[src/rtl/rv32i_header.sv]
// Shared definitions for the RV32I execute stage: bus widths and one-hot
// bit positions for ALU operations, major opcodes and exception classes.
// Decode drives these vectors one-hot; the execute stage tests single bits.
package rv32i_header;

    localparam int ALU_WIDTH       = 14;
    localparam int OPCODE_WIDTH    = 11;
    localparam int EXCEPTION_WIDTH = 4;

    // ALU operation bit positions
    localparam int ALU_ADD  = 0;
    localparam int ALU_SUB  = 1;
    localparam int ALU_SLT  = 2;
    localparam int ALU_SLTU = 3;
    localparam int ALU_XOR  = 4;
    localparam int ALU_OR   = 5;
    localparam int ALU_AND  = 6;
    localparam int ALU_SLL  = 7;
    localparam int ALU_SRL  = 8;
    localparam int ALU_SRA  = 9;
    localparam int ALU_EQ   = 10;
    localparam int ALU_NEQ  = 11;
    localparam int ALU_GE   = 12;
    localparam int ALU_GEU  = 13;

    // Major opcode bit positions
    localparam int OP_RTYPE  = 0;
    localparam int OP_ITYPE  = 1;
    localparam int OP_LOAD   = 2;
    localparam int OP_STORE  = 3;
    localparam int OP_BRANCH = 4;
    localparam int OP_JAL    = 5;
    localparam int OP_JALR   = 6;
    localparam int OP_LUI    = 7;
    localparam int OP_AUIPC  = 8;
    localparam int OP_SYSTEM = 9;
    localparam int OP_FENCE  = 10;

    // Exception bit positions
    localparam int EXC_ILLEGAL = 0;
    localparam int EXC_ECALL   = 1;
    localparam int EXC_EBREAK  = 2;
    localparam int EXC_MRET    = 3;

endpackage

[src/rtl/rv32i_alu.sv]
// Purpose: RV32I execute stage - operand select, ALU, branch/jump resolve, rd writeback qualifiers.
// Latency: one cycle; all data outputs are registered into the memory-access stage.
// Backpressure: i_stall holds everything, i_force_stall inserts a bubble, i_flush kills the issued instruction.
module rv32i_alu
    import rv32i_header::*;
(
    input  logic                       i_clk,
    input  logic                       i_rst_n,
    input  logic [ALU_WIDTH-1:0]       i_alu,
    input  logic [OPCODE_WIDTH-1:0]    i_opcode,
    input  logic [EXCEPTION_WIDTH-1:0] i_exception,
    input  logic [4:0]                 i_rs1_addr,
    input  logic [4:0]                 i_rd_addr,
    input  logic [31:0]                i_rs1,
    input  logic [31:0]                i_rs2,
    input  logic [31:0]                i_imm,
    input  logic [31:0]                i_pc,
    input  logic [2:0]                 i_funct3,
    input  logic                       i_ce,
    input  logic                       i_stall,
    input  logic                       i_force_stall,
    input  logic                       i_flush,
    output logic [4:0]                 o_rs1_addr,
    output logic [4:0]                 o_rd_addr,
    output logic [31:0]                o_rs1,
    output logic [31:0]                o_rs2,
    output logic [31:0]                o_pc,
    output logic [11:0]                o_imm,
    output logic [2:0]                 o_funct3,
    output logic [OPCODE_WIDTH-1:0]    o_opcode,
    output logic [EXCEPTION_WIDTH-1:0] o_exception,
    output logic [31:0]                o_y,
    output logic [31:0]                o_next_pc,
    output logic                       o_change_pc,
    output logic                       o_wr_rd,
    output logic [31:0]                o_rd,
    output logic                       o_rd_valid,
    output logic                       o_stall_from_alu,
    output logic                       o_ce,
    output logic                       o_stall,
    output logic                       o_flush
);

    logic [31:0] op_a, op_b;
    logic [31:0] y_d, next_pc_d, rd_d;
    logic        change_pc_d, wr_rd_d, rd_valid_d, stall_from_alu_d;
    logic        stall_bit, load_en;

    logic [4:0]                 rs1_addr_q, rd_addr_q;
    logic [31:0]                rs1_q, rs2_q, pc_q, y_q, next_pc_q, rd_q;
    logic [11:0]                imm_q;
    logic [2:0]                 funct3_q;
    logic [OPCODE_WIDTH-1:0]    opcode_q;
    logic [EXCEPTION_WIDTH-1:0] exception_q;
    logic                       change_pc_q, wr_rd_q, rd_valid_q, stall_from_alu_q, ce_q;

    // A flush overrides any stall request so the killed slot can drain.
    assign o_stall   = (i_stall | i_force_stall) & ~i_flush;
    assign o_flush   = i_flush;
    assign stall_bit = o_stall | i_stall;
    assign load_en   = i_ce & ~stall_bit;

    // Operand select and ALU; compare ops yield 0/1 in bit 0, no op bit gives zero.
    always_comb begin
        op_a = (i_opcode[OP_JAL] | i_opcode[OP_AUIPC]) ? i_pc : i_rs1;
        op_b = (i_opcode[OP_RTYPE] | i_opcode[OP_BRANCH]) ? i_rs2 : i_imm;
        y_d  = '0;
        if (i_alu[ALU_ADD])       y_d = op_a + op_b;
        else if (i_alu[ALU_SUB])  y_d = op_a - op_b;
        else if (i_alu[ALU_SLT])  y_d = {31'd0, $signed(op_a) < $signed(op_b)};
        else if (i_alu[ALU_SLTU]) y_d = {31'd0, op_a < op_b};
        else if (i_alu[ALU_XOR])  y_d = op_a ^ op_b;
        else if (i_alu[ALU_OR])   y_d = op_a | op_b;
        else if (i_alu[ALU_AND])  y_d = op_a & op_b;
        else if (i_alu[ALU_SLL])  y_d = op_a << op_b[4:0];
        else if (i_alu[ALU_SRL])  y_d = op_a >> op_b[4:0];
        else if (i_alu[ALU_SRA])  y_d = $unsigned($signed(op_a) >>> op_b[4:0]);
        else if (i_alu[ALU_EQ])   y_d = {31'd0, op_a == op_b};
        else if (i_alu[ALU_NEQ])  y_d = {31'd0, op_a != op_b};
        else if (i_alu[ALU_GE])   y_d = {31'd0, $signed(op_a) >= $signed(op_b)};
        else if (i_alu[ALU_GEU])  y_d = {31'd0, op_a >= op_b};
    end

    // Redirect target, rd value and writeback qualifiers.
    always_comb begin
        next_pc_d = i_opcode[OP_JALR] ? ((i_rs1 + i_imm) & ~32'd1) : (i_pc + i_imm);
        change_pc_d = i_ce & ((i_opcode[OP_BRANCH] & y_d[0]) | i_opcode[OP_JAL] | i_opcode[OP_JALR]);
        if (i_opcode[OP_JAL] | i_opcode[OP_JALR]) rd_d = i_pc + 32'd4;
        else if (i_opcode[OP_LUI])               rd_d = i_imm;
        else                                     rd_d = y_d;
        wr_rd_d = ~(i_opcode[OP_BRANCH] | i_opcode[OP_STORE] | i_opcode[OP_FENCE]
                    | (i_opcode[OP_SYSTEM] & (i_funct3 == 3'd0)));
        rd_valid_d = i_opcode[OP_RTYPE] | i_opcode[OP_ITYPE] | i_opcode[OP_JAL]
                   | i_opcode[OP_JALR] | i_opcode[OP_LUI] | i_opcode[OP_AUIPC];
        stall_from_alu_d = i_opcode[OP_LOAD] | i_opcode[OP_STORE];
    end

    // Pipeline register into the memory-access stage.
    always_ff @(posedge i_clk or negedge i_rst_n) begin
        if (!i_rst_n) begin
            rs1_addr_q       <= '0;
            rd_addr_q        <= '0;
            rs1_q            <= '0;
            rs2_q            <= '0;
            pc_q             <= '0;
            imm_q            <= '0;
            funct3_q         <= '0;
            opcode_q         <= '0;
            exception_q      <= '0;
            y_q              <= '0;
            next_pc_q        <= '0;
            rd_q             <= '0;
            change_pc_q      <= 1'b0;
            wr_rd_q          <= 1'b0;
            rd_valid_q       <= 1'b0;
            stall_from_alu_q <= 1'b0;
            ce_q             <= 1'b0;
        end else begin
            if (load_en) begin
                rs1_addr_q       <= i_rs1_addr;
                rd_addr_q        <= i_rd_addr;
                rs1_q            <= i_rs1;
                rs2_q            <= i_rs2;
                pc_q             <= i_pc;
                imm_q            <= i_imm[11:0];
                funct3_q         <= i_funct3;
                opcode_q         <= i_opcode;
                exception_q      <= i_exception;
                y_q              <= y_d;
                next_pc_q        <= next_pc_d;
                rd_q             <= rd_d;
                wr_rd_q          <= wr_rd_d;
                rd_valid_q       <= rd_valid_d;
                stall_from_alu_q <= stall_from_alu_d;
            end
            // Redirect is a one-cycle strobe and never survives a flush.
            change_pc_q <= load_en & ~i_flush & change_pc_d;
            // Valid: follows i_ce when moving, bubbles on force-stall, holds on i_stall.
            if (!stall_bit)    ce_q <= i_ce & ~i_flush;
            else if (!i_stall) ce_q <= 1'b0;
        end
    end

    assign o_rs1_addr       = rs1_addr_q;
    assign o_rd_addr        = rd_addr_q;
    assign o_rs1            = rs1_q;
    assign o_rs2            = rs2_q;
    assign o_pc             = pc_q;
    assign o_imm            = imm_q;
    assign o_funct3         = funct3_q;
    assign o_opcode         = opcode_q;
    assign o_exception      = exception_q;
    assign o_y              = y_q;
    assign o_next_pc        = next_pc_q;
    assign o_change_pc      = change_pc_q;
    assign o_wr_rd          = wr_rd_q;
    assign o_rd             = rd_q;
    assign o_rd_valid       = rd_valid_q;
    assign o_stall_from_alu = stall_from_alu_q;
    assign o_ce             = ce_q;

endmodule

[config.mk]
export PLATFORM = sky130hd
export DESIGN_NAME = rv32i_alu
export DESIGN_NICKNAME = d
export VERILOG_FILES = /design/src/rtl/rv32i_header.sv /design/src/rtl/rv32i_alu.sv
export SDC_FILE = /design/constraint.sdc
export NUM_CORES = 1
export LEC_CHECK = 0
export BUFFER_PORTS_ARGS = -buffer_cell sky130_fd_sc_hd__buf_2
export CORE_MARGIN = 2
export CORE_UTILIZATION = 40
export DETAILED_ROUTE_END_ITERATION = 8
export GPL_TIMING_DRIVEN = 0
export MAX_ROUTING_LAYER = met4
export PLACE_DENSITY = 0.64
export SLEW_MARGIN = 40
export SYNTH_ARGS = -nofsm -noshare
export SYNTH_HDL_FRONTEND = slang
export SYNTH_SLANG_ARGS = --single-unit
[constraint.sdc]
create_clock -name i_clk -period 0.8 [get_ports i_clk]
set_input_delay 0.04 -clock i_clk [delete_from_list [all_inputs] [get_ports i_clk]]
set_output_delay 0.04 -clock i_clk [all_outputs]
set_load 0.005 [all_outputs]
-- Yosys cells after proc, flatten, opt, wreduce, memory -nomap -nowiden
Index checks and enable logic that the tools add are counted.
- register bits: 237
- input port bits: 176
- word-level logic and storage cells: 84
- add/sub/neg operators: 5
- $lt $le $gt $ge: 4
- eq/ne operators: 3
- shift-type cells: 3
- muxes and demuxes: 21
- bitwise operators: 30
- reduce and logical (&&, ||, !) cells: 1
- operator list (kind ; number):
    $mux 32 ; 15
    $add 32x32->32 ; 3
    $ge 32x32->1 ; 2
    $lt 32x32->1 ; 2
    $add 32x3->32 const B ; 1
    $and 32x32->32 ; 1
    $eq 32x32->1 ; 1
    $ne 32x32->1 ; 1
    $or 32x32->32 ; 1
    $shl 32x5->32 ; 1
    $shr 32x5->32 ; 1
    $sshr 32x5->32 ; 1
    $sub 32x32->32 ; 1
    $xor 32x32->32 ; 1
    $or 1x1->1 ; 16
    $and 1x1->1 ; 8
    $mux 1 ; 6
    $logic_not 3->1 ; 1
    $not 1->1 ; 3
    $ne 2x2->1 const B ; 1

-- Logic depth before layout (Yosys ltp)
- depth in word-level cells: 22
- depth in mapped cells: 21
- gate-level depth less buffers: 17

-- Worst setup path before layout
OpenSTA, ideal clock, no wires.
- path type: in2reg
- start: input port i_opcode[0]
- end: register rd_q[20], in the netlist o_rd[20]
- data arrival time: 4.151 ns
- data required time: 0.674 ns
- path slack: -3.477 ns
- stages: 21
- path through: nor3b_2 nor2_4 inv_4 buf_6 buf_6 buf_4 buf_2 ha_1 inv_1 fa_1 a211o_1 a211oi_2 o21ai_1 a211oi_2 o21bai_1 a21o_1 a211o_1 nand2_1 a21oi_1 or3_1 a221o_1
- longest elaborated chain between the ends: 15
- ends and longest elaborated chain (element ; line ; text):
    start: declaration ; rv32i_alu.sv:10 ; input logic [OPCODE_WIDTH-1:0] i_opcode,
    $or 1x1->1 (*) ; rv32i_alu.sv:66 ; op_b = (i_opcode[OP_RTYPE] | i_opcode[OP_BRANCH]) ? i_rs2 : i_imm;
    $mux 32 (*) ; rv32i_alu.sv:66 ;
    $sshr 32x5->32 ; rv32i_alu.sv:77 ; else if (i_alu[ALU_SRA]) y_d = $unsigned($signed(op_a) >>> op_b[4:0]);
    $mux 32 ; rv32i_alu.sv:77 ;
    $mux 32 ; rv32i_alu.sv:76 ; else if (i_alu[ALU_SRL]) y_d = op_a >> op_b[4:0];
    $mux 32 ; rv32i_alu.sv:75 ; else if (i_alu[ALU_SLL]) y_d = op_a << op_b[4:0];
    $mux 32 ; rv32i_alu.sv:74 ; else if (i_alu[ALU_AND]) y_d = op_a & op_b;
    $mux 32 ; rv32i_alu.sv:73 ; else if (i_alu[ALU_OR]) y_d = op_a | op_b;
    $mux 32 ; rv32i_alu.sv:72 ; else if (i_alu[ALU_XOR]) y_d = op_a ^ op_b;
    $mux 32 ; rv32i_alu.sv:71 ; else if (i_alu[ALU_SLTU]) y_d = {31'd0, op_a < op_b};
    $mux 32 ; rv32i_alu.sv:70 ; else if (i_alu[ALU_SLT]) y_d = {31'd0, $signed(op_a) < $signed(op_b)};
    $mux 32 ; rv32i_alu.sv:69 ; else if (i_alu[ALU_SUB]) y_d = op_a - op_b;
    $mux 32 (*) ; rv32i_alu.sv:68 ; if (i_alu[ALU_ADD]) y_d = op_a + op_b;
    $mux 32 (*) ; rv32i_alu.sv:89 ; else if (i_opcode[OP_LUI]) rd_d = i_imm;
    $mux 32 (*) ; rv32i_alu.sv:88 ; if (i_opcode[OP_JAL] | i_opcode[OP_JALR]) rd_d = i_pc + 32'd4;
    end signal: assignment ; rv32i_alu.sv:131 ; rd_q <= rd_d;
    end: declaration ; rv32i_alu.sv:50 ; logic [31:0] rs1_q, rs2_q, pc_q, y_q, next_pc_q, rd_q;
Every way passes the cells marked *; elsewhere a longest branch is shown, timed or not.
A chain may end at the register's enable or synchronous reset.

-- Worst setup path in the final report
- start: input port i_opcode[0]
- end: register rd_q[19], in the netlist o_rd[19]
The elaborated chain is that of the path after synthesis.

==> impl_results.md <==
* Initial antenna violation count at 9
* Buffers & Inverters on Critical Path at 7
* Router iterations before antenna repair at 6
* Crit end category: flop
* Synth top area share at between 20% and 30%
* Slew headroom at 34.4%
* Hold Worst Slack at -34.9 ps
* # setup viols final at about 420
* Vias per cell at about 6.5
* Crit path arrival time at about 4400 ps
* # IOs at slightly above 400
* Global-route wire length before repair at 210 mm
* Clk root buf: clkbuf_16
* Hold Crit Class: in -> reg
* Reg clk slew, reported paths at approximately 70 ps
* Area of the multi-input gates at roughly 19000 sq um
* Seq/Total Area, Yosys at 25.5%
* Most common cell on crit path: buf_12
* Area of the core at about 58000 sq um
* Die width at between 200 and 250 microns
* Residual DRC at 0
* Post-Syn Area at roughly 23000 sq um
* Pre-CTS setup slack at -5170 ps
* Cell with the most instances after synthesis: nand2_1
* CP Cell Sequence: buf_12, buf_8, or3b_4, and2_4, buf_12, buf_12, clkbuf_16, buf_12, ha_4, buf_6, nand2b_4, a221oi_4, nor4_4, o31a_1, o31a_1, o21a_4, o311ai_4, a221oi_2, o21ai_2, a21oi_2, a21oi_2
* Syn_nets at between 3000 and 4000
* Synth Register Bits at roughly 240
* Max IR drop VDD at between 1.5 and 2 mV
* Library cells used by synthesis at a little over 100
* Initial core utilization at between 40% and 50%
* Synth area leaders: dfrtp_1 25%, nand2_1 11%, ha_1 8.5%
* Pwr dens at about 1800 nW/um^2
* Final hold vios at 27
* RePlAce Congestion at between 1 and 1.5
* Wire per inst at 32.6 microns
* Main flop type after synthesis: dfrtp_1
* Final Max Tran Viols at 0
* Vias in the first global route at about 29000
* LEAKAGE at approximately 16 nW
* Placed cell areas at 27600 sq um
* Final min period at around 3800 ps
* Total power at roughly 0.062 W
* Post-DP HPWL at roughly 110 mm
* Die ar. at between 60000 and 70000 sq um
* RSZ-0062 raised after global routing: true
* Initial DRC Count at 4062
* Nets at 4230
* Fill cells at ~5000
* Top cells by count, synth: 684 x nand2_1, 237 x dfrtp_1, 217 x a21oi_1
* CTS tree: built
* Cell taking the most area after synthesis: dfrtp_1
* Worst-Margin Slew at 975 ps
* Vias at roughly 31000
* Clock tree buffer depth at 3
* Ys async rst share at between 90% and 100%
* Slowest Stage Delay on Critical Path at 420 ps
* PnR worst setup slack at -3040 ps
* Seq. cell area at about 5900 sq um
* FMAX at roughly 260 MHz
* CP max-delay cell: o31a_1
* Crit path required time at between 1000 and 1500 ps
* Final Cycle Share at 480%
* Overall routing resource usage at 49.9%
* Largest delay share family, worst path: compound AO/OA/AOI/OAI gates
* Dpl cells at between 4000 and 5000
* Synth-to-Final Area Change at 52.0%
* Violated checks: hold timing, setup timing
* Sink Count at roughly 240
* Num rows at 88
* Critical path type: in -> reg
* Share of layout cells above drive strength 1 at around 36%
* Routed WL at between 150 and 200 mm
* Die Y at between 200 and 250 microns
* Syn. warnings at 0
* Post-synth EDFFs at 0
* Cell count after synthesis at approximately 3100
* CP startpoint kind: primary input
* Mean Syn Cell Area at 7.56 sq um
* PortBufs at 412
* Max cap viols at 0
* Outcome: finished with violations
* GRT overflow at 0
* Largest fanout on the critical path at 4
* Max Clock Skew at 0 ps
* Htree depth at 1
* Clk_lat worst skew at approximately 560 ps
* Final Instance Area at 35400 sq um
* CTS Buf Count at 27
* Layout Cells excl Fill at 4682
* Largest net degree at the start of global routing at 75
* Antenna-violating nets left at 0
==> worst paths after layout <==
kind	startpoint	endpoint	slack [ps]	cells after the start
worst min register to register	o_imm[5]	o_imm[5]	470	2
worst max register to register	o_rd[10]	o_rd[10]	-80	1
worst max-delay path	i_opcode[0]	o_rd[19]	-3040	21
worst min-delay path	i_imm[0]	o_next_pc[0]	-30	5
min in group asynchronous	i_rst_n	o_rs1_addr[2]	-20	2
max in group asynchronous	i_rst_n	o_exception[3]	60	3
==> logic make-up after synthesis <==
| kind of cell | after synthesis | synth area share [%] |
|---|---|---|
| simple gates | 1176 | 21.8 |
| compound gates | 928 | 26.3 |
| buf+inv | 321 | 5.83 |
| flops | 237 | 25.5 |
| mux | 175 | 8.65 |
| fa+ha+maj | 163 | 8.89 |
| xor+xnor | 80 | 3.01 |
==> per-stage QoR <==
step	setup TNS, ps	util, %	hold WS (ps)
after floorplan	-218010	-	-256
after global placement	-1567020	47.4	237
after detailed placement	-429350	48.0	-20.8
after CTS	-296570	59.3	-28.6
after global routing	-321490	61.4	-30.8
final	-306780	61.5	-34.9
==> metal layers <==
metal	wire, microns	up-vias	global-route usage [%]
met5	0	-	-
met4	13700	0	33.1
met3	18200	693	10.9
met2	64700	2448	74.3
met1	56200	14700	60.7
li1	-	12700	-
==> cell usage in the layout, fill, tap and decap left out, types with 16 or more instances in the layout <==
cell type / instances
clkbuf_1: 56
clkbuf_4: 16
o21ai_1: 82
o21a_1: 24
clkbuf_2: 22
a21o_1: 31
nor2_1: 190
xor2_1: 35
buf_4: 188
o21ai_2: 51
o21ai_0: 99
buf_2: 379
xnor2_1: 37
dfrtp_1: 229
dlygate4sd3_1: 141
clkbuf_16: 34
buf_12: 40
o211ai_1: 68
nand2_1: 667
nor3_1: 28
nor2_2: 18
nand3_1: 61
o21bai_1: 17
o221ai_1: 17
a211oi_1: 18
mux2i_1: 71
a21oi_2: 46
ha_4: 45
mux2i_4: 25
and3_1: 16
a31oi_1: 27
inv_1: 103
buf_6: 89
nor2b_1: 25
clkbuf_8: 23
a21oi_1: 156
ha_1: 102
mux2_2: 55
==> power by group <==
part / switching (W) / internal [W]
Combinational: 0.0198 / 0.0135
Clock: 0.00564 / 0.00749
Sequential: 0.00165 / 0.0142
Total: 0.0271 / 0.0351
==> area by class of cell <==
class | instances | share of cell area (%)
timing repair buffer | 793 | 17.1
inverter | 128 | 1.46
buffer | 182 | 4.72
tap | 765 | 2.70
clock buffer | 34 | 2.07
multi-input combinational | 2522 | 54.6
clock inverter | 16 | 0.506
sequential | 237 | 16.8
antenna | 5 | 0.0354
==> state kept, by name, summed over array words and instances (netlist names) <==
name              cells
o_ce                  1
o_opcode             11
o_rd_valid            1
o_exception           4
o_y                  32
o_funct3              3
o_pc                 32
o_rs1_addr            5
o_rs2                32
o_wr_rd               1
o_rd_addr             5
o_rs1                32
o_next_pc            32
o_imm                12
o_stall_from_alu      1
o_rd                 32
o_change_pc           1
==> timing repair <==
item,4_1_cts,5_1_grt
hold buffers,141,2
gates resized for setup,625,229
buffers inserted,182,59
setup endpoints to repair,457,554
pin swaps,172,156
endpoints found under the hold margin,387,3
Note: power is estimated with default switching activity, not from simulation.
